--- config.mk ---
export PLATFORM = sky130hd
export DESIGN_NAME = video_timing_gen
export DESIGN_NICKNAME = d
export VERILOG_FILES = /design/src/rtl/video_timing_pkg.sv /design/src/rtl/video_timing_gen_timing_axis.sv /design/src/rtl/video_timing_gen.sv
export SDC_FILE = /design/constraint.sdc
export NUM_CORES = 1
export LEC_CHECK = 0
export ABC_AREA = 0
export CORE_MARGIN = 2
export CORE_UTILIZATION = 47
export DETAILED_ROUTE_END_ITERATION = 12
export MAX_ROUTING_LAYER = met4
export PLACE_DENSITY = 0.87
export SYNTH_ARGS = -nofsm -noshare
export SYNTH_HDL_FRONTEND = slang
export SYNTH_HIERARCHICAL = 1
export SYNTH_SLANG_ARGS = --single-unit
--- constraint.sdc ---
create_clock -name CLK_48M -period 3.9 [get_ports CLK_48M]
set_clock_uncertainty 0.2 [all_clocks]
set_input_delay 1.17 -clock CLK_48M [delete_from_list [all_inputs] [get_ports CLK_48M]]
set_output_delay 1.17 -clock CLK_48M [all_outputs]
set_load 0.03 [all_outputs]
--- src/rtl/video_timing_pkg.sv ---
// rtl/video_timing_pkg.sv - System86 timing defaults and window decode helper
package video_timing_pkg;

  localparam int DEF_CLK_DIV       = 8;
  localparam int DEF_H_W           = 9;
  localparam int DEF_V_W           = 9;
  localparam int DEF_H_TOTAL       = 384;
  localparam int DEF_V_TOTAL       = 264;
  localparam int DEF_H_BLANK_START = 272;
  localparam int DEF_H_BLANK_END   = 368;
  localparam int DEF_H_SYNC_START  = 304;
  localparam int DEF_H_SYNC_END    = 336;
  localparam int DEF_V_BLANK_START = 240;
  localparam int DEF_V_BLANK_END   = 16;
  localparam int DEF_V_SYNC_START  = 248;
  localparam int DEF_V_SYNC_END    = 0;
  localparam int DEF_H_RESET_POS   = 15;

  typedef logic [15:0] coord_t;

  // Half-open window [s,e); s>e wraps through zero, s==e is empty, e==0 runs to the end
  function automatic logic in_window(input coord_t c, input coord_t s, input coord_t e);
    if (s == e)
      return 1'b0;
    else if (s < e)
      return (c >= s) && (c < e);
    else
      return (c >= s) || (c < e);
  endfunction

endpackage

--- src/rtl/video_timing_gen_timing_axis.sv ---
// rtl/video_timing_gen_timing_axis.sv - wrap counter with registered blank/sync decode
module timing_axis
  import video_timing_pkg::*;
#(
  parameter int W       = 9,
  parameter int TOTAL   = 384,
  parameter int BLANK_S = 272,
  parameter int BLANK_E = 368,
  parameter int SYNC_S  = 304,
  parameter int SYNC_E  = 336
) (
  input  logic         clk,
  input  logic         rst_n,
  input  logic         adv,
  output logic [W-1:0] count,
  output logic [W-1:0] cnt_next,
  output logic         wrap,
  output logic         blank_n,
  output logic         sync_n
);

  assign wrap     = adv && (count == W'(TOTAL - 1));
  assign cnt_next = wrap ? '0 : (adv ? count + W'(1) : count);

  // Count and decode from the next value so the decode lines up with the registered count
  always_ff @(posedge clk or negedge rst_n) begin
    if (!rst_n) begin
      count   <= '0;
      blank_n <= 1'b1;
      sync_n  <= 1'b1;
    end else begin
      count   <= cnt_next;
      blank_n <= ~in_window(16'(cnt_next), 16'(BLANK_S), 16'(BLANK_E));
      sync_n  <= ~in_window(16'(cnt_next), 16'(SYNC_S), 16'(SYNC_E));
    end
  end

endmodule

--- src/rtl/video_timing_gen.sv ---
// rtl/video_timing_gen.sv - pixel divider, H/V timing, raster IRQ and field parity
module video_timing_gen
  import video_timing_pkg::*;
#(
  parameter int CLK_DIV       = DEF_CLK_DIV,
  parameter int H_W           = DEF_H_W,
  parameter int V_W           = DEF_V_W,
  parameter int H_TOTAL       = DEF_H_TOTAL,
  parameter int V_TOTAL       = DEF_V_TOTAL,
  parameter int H_BLANK_START = DEF_H_BLANK_START,
  parameter int H_BLANK_END   = DEF_H_BLANK_END,
  parameter int H_SYNC_START  = DEF_H_SYNC_START,
  parameter int H_SYNC_END    = DEF_H_SYNC_END,
  parameter int V_BLANK_START = DEF_V_BLANK_START,
  parameter int V_BLANK_END   = DEF_V_BLANK_END,
  parameter int V_SYNC_START  = DEF_V_SYNC_START,
  parameter int V_SYNC_END    = DEF_V_SYNC_END,
  parameter int H_RESET_POS   = DEF_H_RESET_POS
) (
  input  logic           CLK_48M,
  input  logic           rst_n,
  input  logic           IRQ_EN,
  input  logic [V_W-1:0] IRQ_LINE,
  input  logic           IRQ_ACK,
  output logic           PIX_CE,
  output logic [H_W-1:0] H_COUNT,
  output logic [V_W-1:0] V_COUNT,
  output logic           nHSYNC,
  output logic           nVSYNC,
  output logic           nHBLANK,
  output logic           nVBLANK,
  output logic           nHRESET,
  output logic           nVRESET,
  output logic           CLK_1H,
  output logic           CLK_2H,
  output logic           CLK_4H,
  output logic           CLK_1V,
  output logic           CLK_4V,
  output logic           CLK_8V,
  output logic           FIELD,
  output logic           nIRQ
);

  localparam int DW = (CLK_DIV > 2) ? $clog2(CLK_DIV) : 1;

  logic [DW-1:0]  div;
  logic [DW-1:0]  div_next;
  logic [H_W-1:0] h_next;
  logic [V_W-1:0] v_next;
  logic           h_wrap;
  logic           v_wrap;
  logic           irq_set;

  assign div_next = (div == DW'(CLK_DIV - 1)) ? '0 : div + DW'(1);

  // Master-clock divider; PIX_CE is high exactly while the divider holds CLK_DIV-1
  always_ff @(posedge CLK_48M or negedge rst_n) begin
    if (!rst_n) begin
      div    <= '0;
      PIX_CE <= 1'b0;
    end else begin
      div    <= div_next;
      PIX_CE <= (div_next == DW'(CLK_DIV - 1));
    end
  end

  timing_axis #(
    .W(H_W), .TOTAL(H_TOTAL),
    .BLANK_S(H_BLANK_START), .BLANK_E(H_BLANK_END),
    .SYNC_S(H_SYNC_START), .SYNC_E(H_SYNC_END)
  ) u_h_axis (
    .clk(CLK_48M), .rst_n(rst_n), .adv(PIX_CE),
    .count(H_COUNT), .cnt_next(h_next), .wrap(h_wrap),
    .blank_n(nHBLANK), .sync_n(nHSYNC)
  );

  timing_axis #(
    .W(V_W), .TOTAL(V_TOTAL),
    .BLANK_S(V_BLANK_START), .BLANK_E(V_BLANK_END),
    .SYNC_S(V_SYNC_START), .SYNC_E(V_SYNC_END)
  ) u_v_axis (
    .clk(CLK_48M), .rst_n(rst_n), .adv(h_wrap),
    .count(V_COUNT), .cnt_next(v_next), .wrap(v_wrap),
    .blank_n(nVBLANK), .sync_n(nVSYNC)
  );

  assign CLK_1H = H_COUNT[0];
  assign CLK_2H = H_COUNT[1];
  assign CLK_4H = H_COUNT[2];
  assign CLK_1V = V_COUNT[0];
  assign CLK_4V = V_COUNT[2];
  assign CLK_8V = V_COUNT[3];

  // Reset strobes, decoded from next counts so they align with H_COUNT/V_COUNT
  always_ff @(posedge CLK_48M or negedge rst_n) begin
    if (!rst_n) begin
      nHRESET <= 1'b1;
      nVRESET <= 1'b1;
    end else begin
      nHRESET <= ~(h_next == H_W'(H_RESET_POS));
      nVRESET <= ~((h_next == H_W'(H_RESET_POS)) && (v_next == '0));
    end
  end

  // Field parity flips once per frame on the vertical wrap
  always_ff @(posedge CLK_48M or negedge rst_n) begin
    if (!rst_n)
      FIELD <= 1'b0;
    else if (v_wrap)
      FIELD <= ~FIELD;
  end

  // Lines past V_TOTAL-1 never match v_next, so out-of-range IRQ_LINE cannot fire
  assign irq_set = h_wrap && IRQ_EN && (v_next == IRQ_LINE);

  // Raster IRQ latch; a set event beats a coincident acknowledge
  always_ff @(posedge CLK_48M or negedge rst_n) begin
    if (!rst_n)
      nIRQ <= 1'b1;
    else if (irq_set)
      nIRQ <= 1'b0;
    else if (IRQ_ACK)
      nIRQ <= 1'b1;
  end

endmodule
==> impl_metrics.yaml <==
logic_synthesis:
  ys.flop_type: "dfrtp_1"
  synth_top_family_by_area: "simple AND/OR/NAND/NOR gates"
  synthAdderAreaFrac: 0.0389
  yosysMostFrequentCell: "dfrtp_1"
  ys_types: 43
  synth_top_area_cell: "dfrtp_1"
  synth_area_um2: 1610
  synth-simple-area-share: 0.217
  synth_cells: 149
  synthesis.nets: 167
  synth.avg_cell_area_um2: 10.8
  synth-seq-cells: 30
  synth_xor_xnor_area_share: 0.130
  synth-compound-area-share: 0.0629
  ys.warnings.count: 6
  synthTopCellsByCount: "23 x dfrtp_1, 15 x nor2_1, 11 x xnor2_1, 11 x xor2_1, 10 x inv_1"
  synth_top_area_share: 0.357
  synth_edf_count: 0
  ys_async_sr_fraction: 1.00
  netlist_top_cells_area: "dfrtp_1 36%, dfstp_2 11%, xnor2_1 6.0%, xor2_1 6.0%, ha_1 3.9%"
  synthMuxAreaShare: 0.0186
  ys_seq_area_frac: 0.472
clocking:
  cts_tree: "done"
  clockRootBuffer: "clkbuf_4"
  cts_setup_buffers: 0
  clk_path_buf_depth: 2
  clk_latency_ns: 0.32
  clkSlewWorstSetupHoldPaths_ns: 0.09
  cts_buffers: 5
  htree_levels: 2
  cts_resized: 0
  clkSinkCount: 30
  holdBufCountCts: 0
global_routing:
  grt-ovfl-total: 0
  grt_use_total: 0.204
  grt_pass1_wl_mm: 6.13
  grt_max_degree: 31
  antenna_found_initial: 0
  grt_pass1_vias: 1335
finish:
  syn_to_final_growth_pct: 31.7
  fill_cells: 282
  seqCellArea_um2: 759
  n_antenna_cell: 0
  fin_nets: 213
  final_cells: 242
  multi_input_area_um2: 752
  drive_gt1_frac: 0.122
pwr:
  power.net_switching_uw: 109
  cellLeakagePower_uw: 0.000934
  p_per_area_nw_per_um2: 238
  p_seq_frac: 0.616
  switching_share: 0.215
  p_int_uw: 396
  p_comb_frac: 0.046
  p_clk_frac: 0.338
  peakVddDrop_mv: 0.185
timing:
  hold_violations: 0
  tightestPinTransition_ns: 0.719
  slew_viol_final: 0
  fin_crit_ns: 3.20
  tns_ns: 0
  slew_headroom: 0.517
  setup-violations-final: 0
  rsz0062_at_grt: "false"
  fmax_ghz: 0.313
  timing.final.ws_setup_ns: 0.701
  period_share: 0.820
setup_path:
  crit_fanout: 7
  start_kind: "flop"
  worstSetupEndpointType: "flop"
  arrival_ns: 3.23
  cp.required_ns: 3.94
  timing.rr.start: "u_h_axis/count[0]"
  crit_start: "u_h_axis/count[0]"
  path_class: "reg -> reg"
route:
  wirelength_mm: 3.51
  drtPass1Iterations: 4
  drcViolationCount: 0
  ant_nets: 0
  wire_per_inst_um: 14.5
  dr_total_vias: 1266
  routed_via_density: 5.23
  drtIter0Drc: 33
min_path:
  hp-class: "reg -> reg"
  hp-start: "div[0]"
job:
  max_cap_violations: 0
placement:
  portBuffers: 45
  dp_slack_ns: 0.776
  dp.cells: 234
  gp_congestion: 0.909
  hpwl_mm: 2.68
floorplan:
  die_x_um: 62.5
  die_area_um2: 3910
  initial_core_util: 0.486
  core_area_um2: 3310
  die_y_um: 62.5
  ios: 46
  rows: 21
run_status:
  outcome: "completed"
## flip-flops by register name, summed over array words and instances (netlist names)
register and cells:
nIRQ 1, u_h_axis/blank_n 1, PIX_CE 1, u_h_axis/sync_n 1
div 3, nVRESET 1, u_v_axis/sync_n 1, u_v_axis/count 9
u_v_axis/blank_n 1, u_h_axis/count 9, nHRESET 1, FIELD 1
## layout by cell type, fill, tap and decap left out, types with 2 or more instances in the layout
cell type        count
clkbuf_1             3
a31oi_1              3
nor4_1               3
mux2i_1              3
xnor2_1             11
dfrtp_1             23
inv_1               10
nand2_1              9
nand4_1              2
nand4_2              2
xor2_1              11
dfstp_2              7
ha_1                 5
buf_4                2
clkdlybuf4s50_1     45
and4_1               2
clkbuf_4             5
o31ai_1              2
nor2_1              15
a21o_2               2
nor3_1               5
nand3_1              3
o21ai_0              2
## worst paths after layout
kind	end	slack, ns	cells past startpoint
setup reg to reg	nIRQ	0.70	10
min in group asynchronous	FIELD	1.03	2
setup / recovery	nIRQ	0.70	10
max in group asynchronous	nIRQ	2.14	2
hold reg to reg	div[0]	0.26	1
hold / removal	div[0]	0.26	1
## through the flow
| step | area (um2) | utilization | hold slack (ns) | total power [uW] |
|---|---|---|---|---|
| 6_report | 2120 | 0.641 | 0.260 | 505 |
| 5_1_grt | 2120 | 0.641 | 0.291 | 530 |
| 4_1_cts | 2120 | 0.641 | 0.265 | 512 |
| 3_5_place_dp | 2070 | 0.626 | 0.249 | 341 |
| 3_3_place_gp | 2070 | 0.626 | 0.243 | 340 |
| 2_1_floorplan | 1610 | - | 0.228 | 320 |
## layout make-up
type	instances	share of cell area
clock buffer	8	0.0230
multi-input combinational	101	0.355
timing repair buffer	47	0.219
sequential	30	0.358
inverter	10	0.0177
tap	46	0.0271
## per-layer routing
layer / up-vias / part of all wire / global-route usage
met3: 2 / 0.066 / 0.0631
met5: - / 0 / -
met4: 0 / 0.0046 / 0.0611
li1: 602 / - / -
met2: 53 / 0.52 / 0.343
met1: 609 / 0.41 / 0.234
## power groups by stage
stage	Clock, uW	Combinational, uW	Sequential, uW
floorplan	0	3.24	317
global placement	0	23.4	317
detailed placement	0	23.9	317
CTS	177	24.0	311
global route	193	25.6	311
finish	171	23.2	311
## worst max-delay path: stages (launching register included)
cell	delay (ns)
dfrtp_1	0.43
ha_1	0.20
nand4_2	0.13
or2_1	0.36
nor3_1	0.23
buf_4	0.19
nand3_1	0.15
o31ai_1	0.67
xor2_1	0.14
nor4_1	0.30
a31oi_1	0.12
## cells by family (layout without fill, tap and decap cells)
| kind of cell | Yosys count | after routing |
|---|---|---|
| AO/OA/AOI/OAI | 15 | 15 |
| XOR/XNOR | 23 | 23 |
| adder cells (fa/ha/maj) | 5 | 5 |
| buffers and inverters | 18 | 65 |
| flip-flops | 30 | 30 |
| multiplexers | 3 | 3 |
| AND/OR/NAND/NOR | 55 | 55 |
Power figures use the tool's default switching activity.
